File: src/rtl/store_buffer.sv
// Store buffer: N-entry FIFO of committed stores sitting between the MEM stage
// and the data cache. Stores drain in program order through a valid/ready port;
// younger loads are forwarded from the buffer or flagged as conflicting.
module store_buffer #(
  parameter int unsigned NUM_ENTRIES = 4,
  parameter int unsigned ADDR_WIDTH  = 32,
  parameter int unsigned DATA_WIDTH  = 32
) (
  input  logic                  clk,
  input  logic                  reset,
  input  logic                  req_valid_i,
  input  logic [1:0]            req_ctrl_i,
  input  logic                  req_size_i,
  input  logic [ADDR_WIDTH-1:0] req_addr_i,
  input  logic [DATA_WIDTH-1:0] req_data_i,
  output logic                  stall_o,
  output logic                  ld_hit_o,
  output logic [DATA_WIDTH-1:0] ld_data_o,
  output logic                  ld_conflict_o,
  output logic                  drain_valid_o,
  output logic [ADDR_WIDTH-1:0] drain_addr_o,
  output logic [DATA_WIDTH-1:0] drain_data_o,
  output logic                  drain_size_o,
  input  logic                  drain_ready_i,
  output logic                  empty_o,
  output logic                  full_o
);

  localparam int unsigned PtrW = $clog2(NUM_ENTRIES);
  localparam int unsigned CntW = PtrW + 1;
  // Byte-offset bits within a word (2 for 32-bit words).
  localparam int unsigned OffW = $clog2(DATA_WIDTH / 8);

  localparam logic [1:0] CtrlLoad  = 2'b01;
  localparam logic [1:0] CtrlStore = 2'b10;

  logic [ADDR_WIDTH-1:0] addr_q [NUM_ENTRIES];
  logic [DATA_WIDTH-1:0] data_q [NUM_ENTRIES];
  logic                  size_q [NUM_ENTRIES];

  logic [PtrW-1:0] head_q, head_d;
  logic [PtrW-1:0] tail_q, tail_d;
  logic [CntW-1:0] count_q, count_d;

  logic                  is_store, is_load;
  logic                  enq, deq;
  logic [ADDR_WIDTH-1:0] enq_addr;
  logic [DATA_WIDTH-1:0] enq_data;

  assign is_store = req_valid_i && (req_ctrl_i == CtrlStore);
  assign is_load  = req_valid_i && (req_ctrl_i == CtrlLoad);

  assign empty_o = (count_q == '0);
  assign full_o  = (count_q == CntW'(NUM_ENTRIES));

  // Full is judged on the registered count, so a same-cycle drain still stalls.
  assign stall_o = is_store && full_o;
  assign enq     = is_store && !full_o;
  assign deq     = !empty_o && drain_ready_i;

  // Word stores are forced word-aligned; byte stores keep only the low lane.
  assign enq_addr = req_size_i ? {req_addr_i[ADDR_WIDTH-1:OffW], OffW'(0)} : req_addr_i;
  assign enq_data = req_size_i ? req_data_i : DATA_WIDTH'(req_data_i[7:0]);

  // Head entry shown to the cache; zeroed while empty so reset leaves outputs at 0.
  assign drain_valid_o = !empty_o;
  assign drain_addr_o  = empty_o ? '0   : addr_q[head_q];
  assign drain_data_o  = empty_o ? '0   : data_q[head_q];
  assign drain_size_o  = empty_o ? 1'b0 : size_q[head_q];

  // Pointer and occupancy next-state.
  always_comb begin
    head_d  = head_q;
    tail_d  = tail_q;
    count_d = count_q;
    if (enq) tail_d = tail_q + PtrW'(1);
    if (deq) head_d = head_q + PtrW'(1);
    unique case ({enq, deq})
      2'b10:   count_d = count_q + CntW'(1);
      2'b01:   count_d = count_q - CntW'(1);
      default: count_d = count_q;
    endcase
  end

  // Pointer and occupancy registers.
  always_ff @(posedge clk) begin
    if (reset) begin
      head_q  <= '0;
      tail_q  <= '0;
      count_q <= '0;
    end else begin
      head_q  <= head_d;
      tail_q  <= tail_d;
      count_q <= count_d;
    end
  end

  // Entry storage; contents are only observed through count-qualified logic.
  always_ff @(posedge clk) begin
    if (!reset && enq) begin
      addr_q[tail_q] <= enq_addr;
      data_q[tail_q] <= enq_data;
      size_q[tail_q] <= req_size_i;
    end
  end

  logic [PtrW-1:0] idx;
  logic            same_word;
  logic [7:0]      lane_byte;

  // Load lookup: walk oldest to youngest so the youngest matching entry decides.
  always_comb begin
    ld_hit_o      = 1'b0;
    ld_conflict_o = 1'b0;
    ld_data_o     = '0;
    idx           = '0;
    same_word     = 1'b0;
    lane_byte     = '0;
    for (int unsigned i = 0; i < NUM_ENTRIES; i++) begin
      idx       = head_q + PtrW'(i);
      same_word = (addr_q[idx][ADDR_WIDTH-1:OffW] == req_addr_i[ADDR_WIDTH-1:OffW]);
      lane_byte = 8'(data_q[idx] >> {req_addr_i[OffW-1:0], 3'b000});
      if (is_load && (CntW'(i) < count_q) && same_word) begin
        if (size_q[idx]) begin
          ld_hit_o      = 1'b1;
          ld_conflict_o = 1'b0;
          ld_data_o     = req_size_i ? data_q[idx] : DATA_WIDTH'(lane_byte);
        end else if (!req_size_i) begin
          // Byte entry only answers a byte load at the exact same address.
          if (addr_q[idx][OffW-1:0] == req_addr_i[OffW-1:0]) begin
            ld_hit_o      = 1'b1;
            ld_conflict_o = 1'b0;
            ld_data_o     = DATA_WIDTH'(data_q[idx][7:0]);
          end
        end else begin
          // Word load over a buffered byte cannot be assembled here.
          ld_hit_o      = 1'b0;
          ld_conflict_o = 1'b1;
          ld_data_o     = '0;
        end
      end
    end
  end

endmodule
File: config.mk
export PLATFORM = sky130hd
export DESIGN_NAME = store_buffer
export DESIGN_NICKNAME = d
export VERILOG_FILES = /design/src/rtl/store_buffer.sv
export SDC_FILE = /design/constraint.sdc
export NUM_CORES = 1
export LEC_CHECK = 0
export BUFFER_PORTS_ARGS = -buffer_cell sky130_fd_sc_hd__buf_2
export CORE_MARGIN = 8
export CORE_UTILIZATION = 30
export CTS_CLUSTER_DIAMETER = 200
export CTS_CLUSTER_SIZE = 24
export DETAILED_ROUTE_END_ITERATION = 10
export GPL_TIMING_DRIVEN = 0
export PLACE_DENSITY = 0.44
export SLEW_MARGIN = 40
export SYNTH_ARGS = -nofsm -noshare
export SYNTH_HDL_FRONTEND = slang
export SYNTH_SLANG_ARGS = --single-unit
export TNS_END_PERCENT = 10
File: constraint.sdc
create_clock -name clk -period 6.72 [get_ports clk]
set_input_delay 0.672 -clock clk [delete_from_list [all_inputs] [get_ports clk]]
set_output_delay 0.672 -clock clk [all_outputs]
set_load 0.005 [all_outputs]
; After elaboration in Yosys (flattened, before gate mapping)
; Memory sizes are Yosys's and may differ from the RTL's. A register that Yosys moved wholly into a read port is not among the register bits.
; Cells that the tools add are included.
[totals]
out_inout_bits = 103
ram_bits = 260
regBits = 7
n_memories = 3
word_cells = 117
[op_classes]
eq_ne = 13
n_shift = 4
n_addsub = 6
reduce_logical = 19
mux = 65
n_lt_le_gt_ge = 4
[memory_table]
columns = memory, words, width, rd, rd_clocked_by_memory_dff, wr, line_no
row1 = addr_q, 4, 32, 4, 1, 1, 37  ; logic [ADDR_WIDTH-1:0] addr_q [NUM_ENTRIES];
row2 = data_q, 4, 32, 4, 1, 1, 38  ; logic [DATA_WIDTH-1:0] data_q [NUM_ENTRIES];
row3 = size_q, 4, 1, 4, 1, 1, 39  ; logic size_q [NUM_ENTRIES];
[op_table]
columns = cell, count
row1 = $mux W32, 22
row2 = $shr A32 B5 Y8, 4
row3 = $eq A30 B30 Y1, 4
row4 = $mux W1, 34
row5 = $logic_and A1 B1 Y1, 14
row6 = $mux W2, 7
row7 = $eq A2 B2 Y1, 4
row8 = $mux W8, 1
row9 = $lt A1 B3 Y1 const A, 2
row10 = $lt A2 B3 Y1 const A, 2
row11 = $pmux W3 S2, 1
row12 = $add A2 B1 Y2 const B, 2
row13 = $add A2 B2 Y2 const B, 2
row14 = $eq A2 B1 Y1 const B, 2
row15 = $eq A2 B2 Y1 const B, 2
row16 = $add A3 B1 Y3 const B, 1
row17 = $eq A3 B3 Y1 const B, 1
row18 = $logic_not A1 Y1, 3
row19 = $logic_not A3 Y1, 1
row20 = $sub A3 B1 Y3 const B, 1
row21 = $reduce_bool A2 Y1, 1

; Logic depth before layout (Yosys ltp)
[logic_depth]
depth_word = 17
ltp_mapped = 17
ltp_nobuf = 9

; Least setup slack after synthesis
; OpenSTA, ideal clock, no wires.
[synth_path]
kind = flip-flop to output port
start = register head_q[0]
end = output ld_data_o[0]
path_slack_ns = 3.075
stages_incl_launch_ff = 15
t_required_ns = 6.048
arrival_ns = 2.973
path_cell_list = dfxtp_1 > buf_6 > buf_6 > buf_8 > buf_6 > buf_6 > buf_2 > mux4_2 > mux2i_1 > a21oi_1 > a21oi_1 > nor2_1 > a311oi_2 > o221ai_1 > a32o_1
[synth_between]
elab_chain_cells = 15
elab_cells_between_ends = 33
cone_classes = 3 x add/sub / 6 x eq/ne / 3 x shift / 15 x mux / 3 x reduce/logical / 3 x memory
[synth_lines]
columns = element, line_no
row1 = start: declaration, 41  ; logic [PtrW-1:0] head_q, head_d;
row2 = start signal: assignment, 88  ; head_q <= '0;
row3 = start signal: assignment, 92  ; head_q <= head_d;
row4 = branches (longest 14 deep; another with $mem_v2 Z4 W32), -
row5 = $mux W32 (*), 123  ; if (is_load && (CntW'(i) < count_q) && same_word) begin
row6 = end: declaration, 18  ; output logic [DATA_WIDTH-1:0] ld_data_o,
; Every way passes the cells marked *.

; Worst setup path in the final report
[layout_path]
start = register head_q[0]
end = output ld_data_o[24]
[layout_between]
elab_chain_cells = 15
elab_cells_between_ends = 30
cone_classes = 3 x add/sub / 6 x eq/ne / 15 x mux / 3 x reduce/logical / 3 x memory
[layout_lines]
columns = element, line_no
row1 = $add A2 B1 Y2, 120  ; idx = head_q + PtrW'(i);
row2 = $mem_v2 Z4 W32, -
row3 = $eq A2 B2 Y1, 130  ; if (addr_q[idx][OffW-1:0] == req_addr_i[OffW-1:0]) begin
row4 = $mux W32, 130
row5 = $mux W32, 128  ; end else if (!req_size_i) begin
row6 = $mux W32, 124  ; if (size_q[idx]) begin
row7 = $mux W32, 123
row8 = $mux W32, 130
row9 = $mux W32, 128
row10 = $mux W32, 124
row11 = $mux W32, 123
row12 = $mux W32, 130
row13 = $mux W32, 128
row14 = $mux W32, 124
row15 = $mux W32 (*), 123
; Every way passes the cells marked *; elsewhere a longest branch is shown, timed or not.

==> summary.md <==
| Metric | Value |
|---|---|
| Status | `finished clean` |
| Synthesized-area fraction occupied by and/or/nand/nor cells | `0.08607` |
| Top FF cell, synth | `edfxtp_1` |
| Pre-antenna DRT Iters | `6` |
| Post-synth top area cell | `edfxtp_1` |
| Post-synth EDFFs | `260` |
| Final hold vios | `0` |
| Crit path time final | `6.428 ns` |
| Synth top area share | `0.3949` |
| CTS Root Cell | `clkbuf_16` |
| Gr usage total | `0.2185` |
| Post-CTS Setup Repair Bufs | `0` |
| DRC viols | `0` |
| Dpl cells | `2627` |
| RSZ-0062 raised after global routing | `false` |
| Final setup vio count | `0` |
| Synth Register Bits | `269` |
| Largest net degree at the start of global routing | `30` |
| Slew Viols, Final | `0` |
| Leak | `7.411 nW` |
| Top Ports | `about 170` |
| Clock Sinks | `269` |
| Starting DRT DRC Count | `about 1700` |
| Die Height | `272.7 um` |
| Design Area, Final | `22380 um2` |
| Max-slew headroom | `0.4234` |
| Worst-Skew Late Latency | `0.56 ns` |
| Worst-path fanout max | `10` |
| I/O Buffers | `approximately 170` |
| Routed Antenna Nets | `0` |
| Number of placement rows | `94` |
| Final Core Density | `0.3416` |
| Clock slew at reported path FFs | `around 0.12 ns` |
| DIE AREA | `between 70000 and 80000 um2` |
| Share of cells above drive strength 1 | `0.2868` |
| Largest family of logic cells by synthesized area | `multiplexers` |
| GR Overflow Total | `0` |
| Max-Cap Viols | `0` |
| Post-synth cell types | `80` |
| Post-synth ARST share | `0` |
| First-pass GRT wire length | `119200 um` |
| Clk_skew | `0.04083 ns` |
| Mux cell area share after synthesis | `0.2931` |
| Adder-cell share of the synthesized area | `0.005696` |
| Data required, critical path | `~6.1 ns` |
| Worst Hold Class | `input port to flop` |
| Number of global-route vias before repair | `15720` |
| Initial antenna violation count | `6` |
| WP data arrival | `about 5.8 ns` |
| Mapped cell area | `19770 um2` |
| Nets | `1860` |
| Placed inst area | `21950 um2` |
| Post-synthesis compound-gate area fraction | `0.1046` |
| Area Overhead vs Synth | `13.20%` |
| Maximum vdd drop | `0.1838 mV` |
| Core area | `65510 um2` |
| Synth Warn # | `0` |
| Post-detail-place hpwl | `64720 um` |
| Post-DR vias/cell | `5.958` |
| Syn Area/Cell | `about 12 um2` |
| Initial core utilization | `0.3018` |
| Worst-Margin Slew | `0.8627 ns` |
| CTS buffer count | `15` |
| Critical path launch point type | `flop` |
| Syn_nets | `1662` |
| Top cells by area, synth | `edfxtp_1, mux4_2, mux2i_1` |
| Max Buffers Root-to-Sink | `3` |
| Sequential share of the synthesized area | `0.4040` |
| Most frequent cells in the layout | `edfxtp_1, buf_2, mux4_2, mux2i_1, nor2_1` |
| Power per standard cell area | `301.9 nW/um2` |
| Post-DR wirelength/cell | `31.78 um` |
| Post-Route Setup TNS | `0 ns` |
| Total length of routed wires | `84250 um` |
| Tot Pwr | `between 6 and 7 mW` |
| Crit end category | `primary output` |
| Crit share post-route | `0.9565` |
| Max frequency | `about 0.16 GHz` |
| Post-Layout Cell Count | `between 2000 and 3000` |
| Most common cell after layout, fill and taps aside | `edfxtp_1` |
| GPL Wtd Cong | `0.9614` |
| Post-Synth XOR/XNOR Area | `0.05582` |
| Cells after Synth | `1582` |
| Via count | `15800` |
| CTS H-tree lvls | `1` |
| CTS tree | `built` |
| Die width | `~270 um` |
| Crit path kind | `flop to primary output` |
## timing repair
item | in CTS | in global routing
endpoints found under the setup margin | 0 | 1
hold endpoints to repair | 0 | 0
gates resized for setup | 0 | 1
hold buffers | 0 | 0
## flip-flops by register name, summed over array words and instances, names as in the netlist, named ones only
| name | flops |
|---|---|
| addr_q | 128 |
| count_q | 3 |
| data_q | 128 |
| head_q | 2 |
| size_q | 4 |
| tail_q | 2 |
## report_power, final
part           leakage (nW)  switching (mW)  internal (mW)  total [mW]
sequential             2.43          0.0189           1.86        1.88
clock                 0.205           0.611          0.426        1.04
combinational          4.78            2.32           1.52        3.84
total                  7.41            2.95           3.80        6.76
## metal layers
metal  track usage  up-vias  wire, um
met5             0        -        26
met4       0.04386        4      1702
met3       0.04851       89      7613
met2        0.3355      847     37440
met1        0.3148     8238     37460
li1              -     6617         -
## cells by family (layout without fill, tap and decap cells)
| kind of cell | after synthesis | in the layout |
|---|---|---|
| multiplexers | 348 | 348 |
| AND/OR/NAND/NOR | 345 | 345 |
| AO/OA/AOI/OAI | 294 | 294 |
| flip-flops | 269 | 269 |
| buffers and inverters | 191 | 394 |
| XOR/XNOR | 126 | 126 |
| adder cells (fa/ha/maj) | 9 | 9 |
| other | 0 | 2 |
## cell usage after synthesis (all sizes together) (3+ instances only)
cell type,number
edfxtp,260
mux4,178
mux2i,133
nor2,103
xnor2,95
buf,93
nand2,89
o21ai,64
a21oi,53
clkbuf,49
inv,48
a22oi,42
mux2,37
and2,35
xor2,31
nor2b,29
o221ai,27
nand3,23
nand4,16
o22ai,16
nor3,13
and3,10
dfxtp,9
ha,9
a2111oi,7
a32oi,7
nor4,7
o211ai,7
o2bb2ai,7
a221oi,6
a22o,6
a2bb2oi,6
a31oi,6
o32a,6
nand2b,5
o2111ai,5
o21a,5
a211oi,4
or2,4
o32ai,3
or3,3
## worst paths after layout
| kind | slack (ns) | start | endpoint | cells after the start |
|---|---|---|---|---|
| setup / recovery | 0.29 | head_q[0] | ld_data_o[24] | 15 |
| hold / removal | 0.33 | req_addr_i[9] | addr_q[2][9] | 1 |
| setup reg to reg | 2.83 | head_q[1] | head_q[1] | 9 |
| hold reg to reg | 0.57 | count_q[2] | count_q[2] | 2 |
## worst max-delay path, cell delays in order, from the launching register on
cell       delay (ns)
dfxtp_1          0.34
buf_6            0.18
buf_12           0.19
buf_8            0.22
buf_6            0.23
mux4_2           0.33
xnor2_1          0.54
nand4_1          0.46
a2111oi_1        0.67
nand4_1          0.33
a21o_1           0.38
nand3_1          0.22
nand2b_2         0.22
buf_2            0.33
o221ai_1         0.32
buf_2            0.23
## metrics by stage
stage | hold WS [ns] | setup slack [ns]
floorplan | 0.4972 | 3.075
global placement | 0.5362 | 1.029
detailed placement | 0.5577 | 0.9784
CTS | 0.3076 | 0.3609
global route | 0.3181 | 0.1391
finish | 0.3312 | 0.2925
## final cells by class
cell class	count	area (um2)
fill	6528	43130
buffer	142	828.3
inverter	49	183.9
tap	864	1081
multi-input combinational	1122	10790
clock buffer	20	394.1
sequential	269	7988
antenna	2	5.005
clock inverter	2	28.78
timing repair buffer	181	1079
Note: power is estimated with default switching activity, not from simulation.
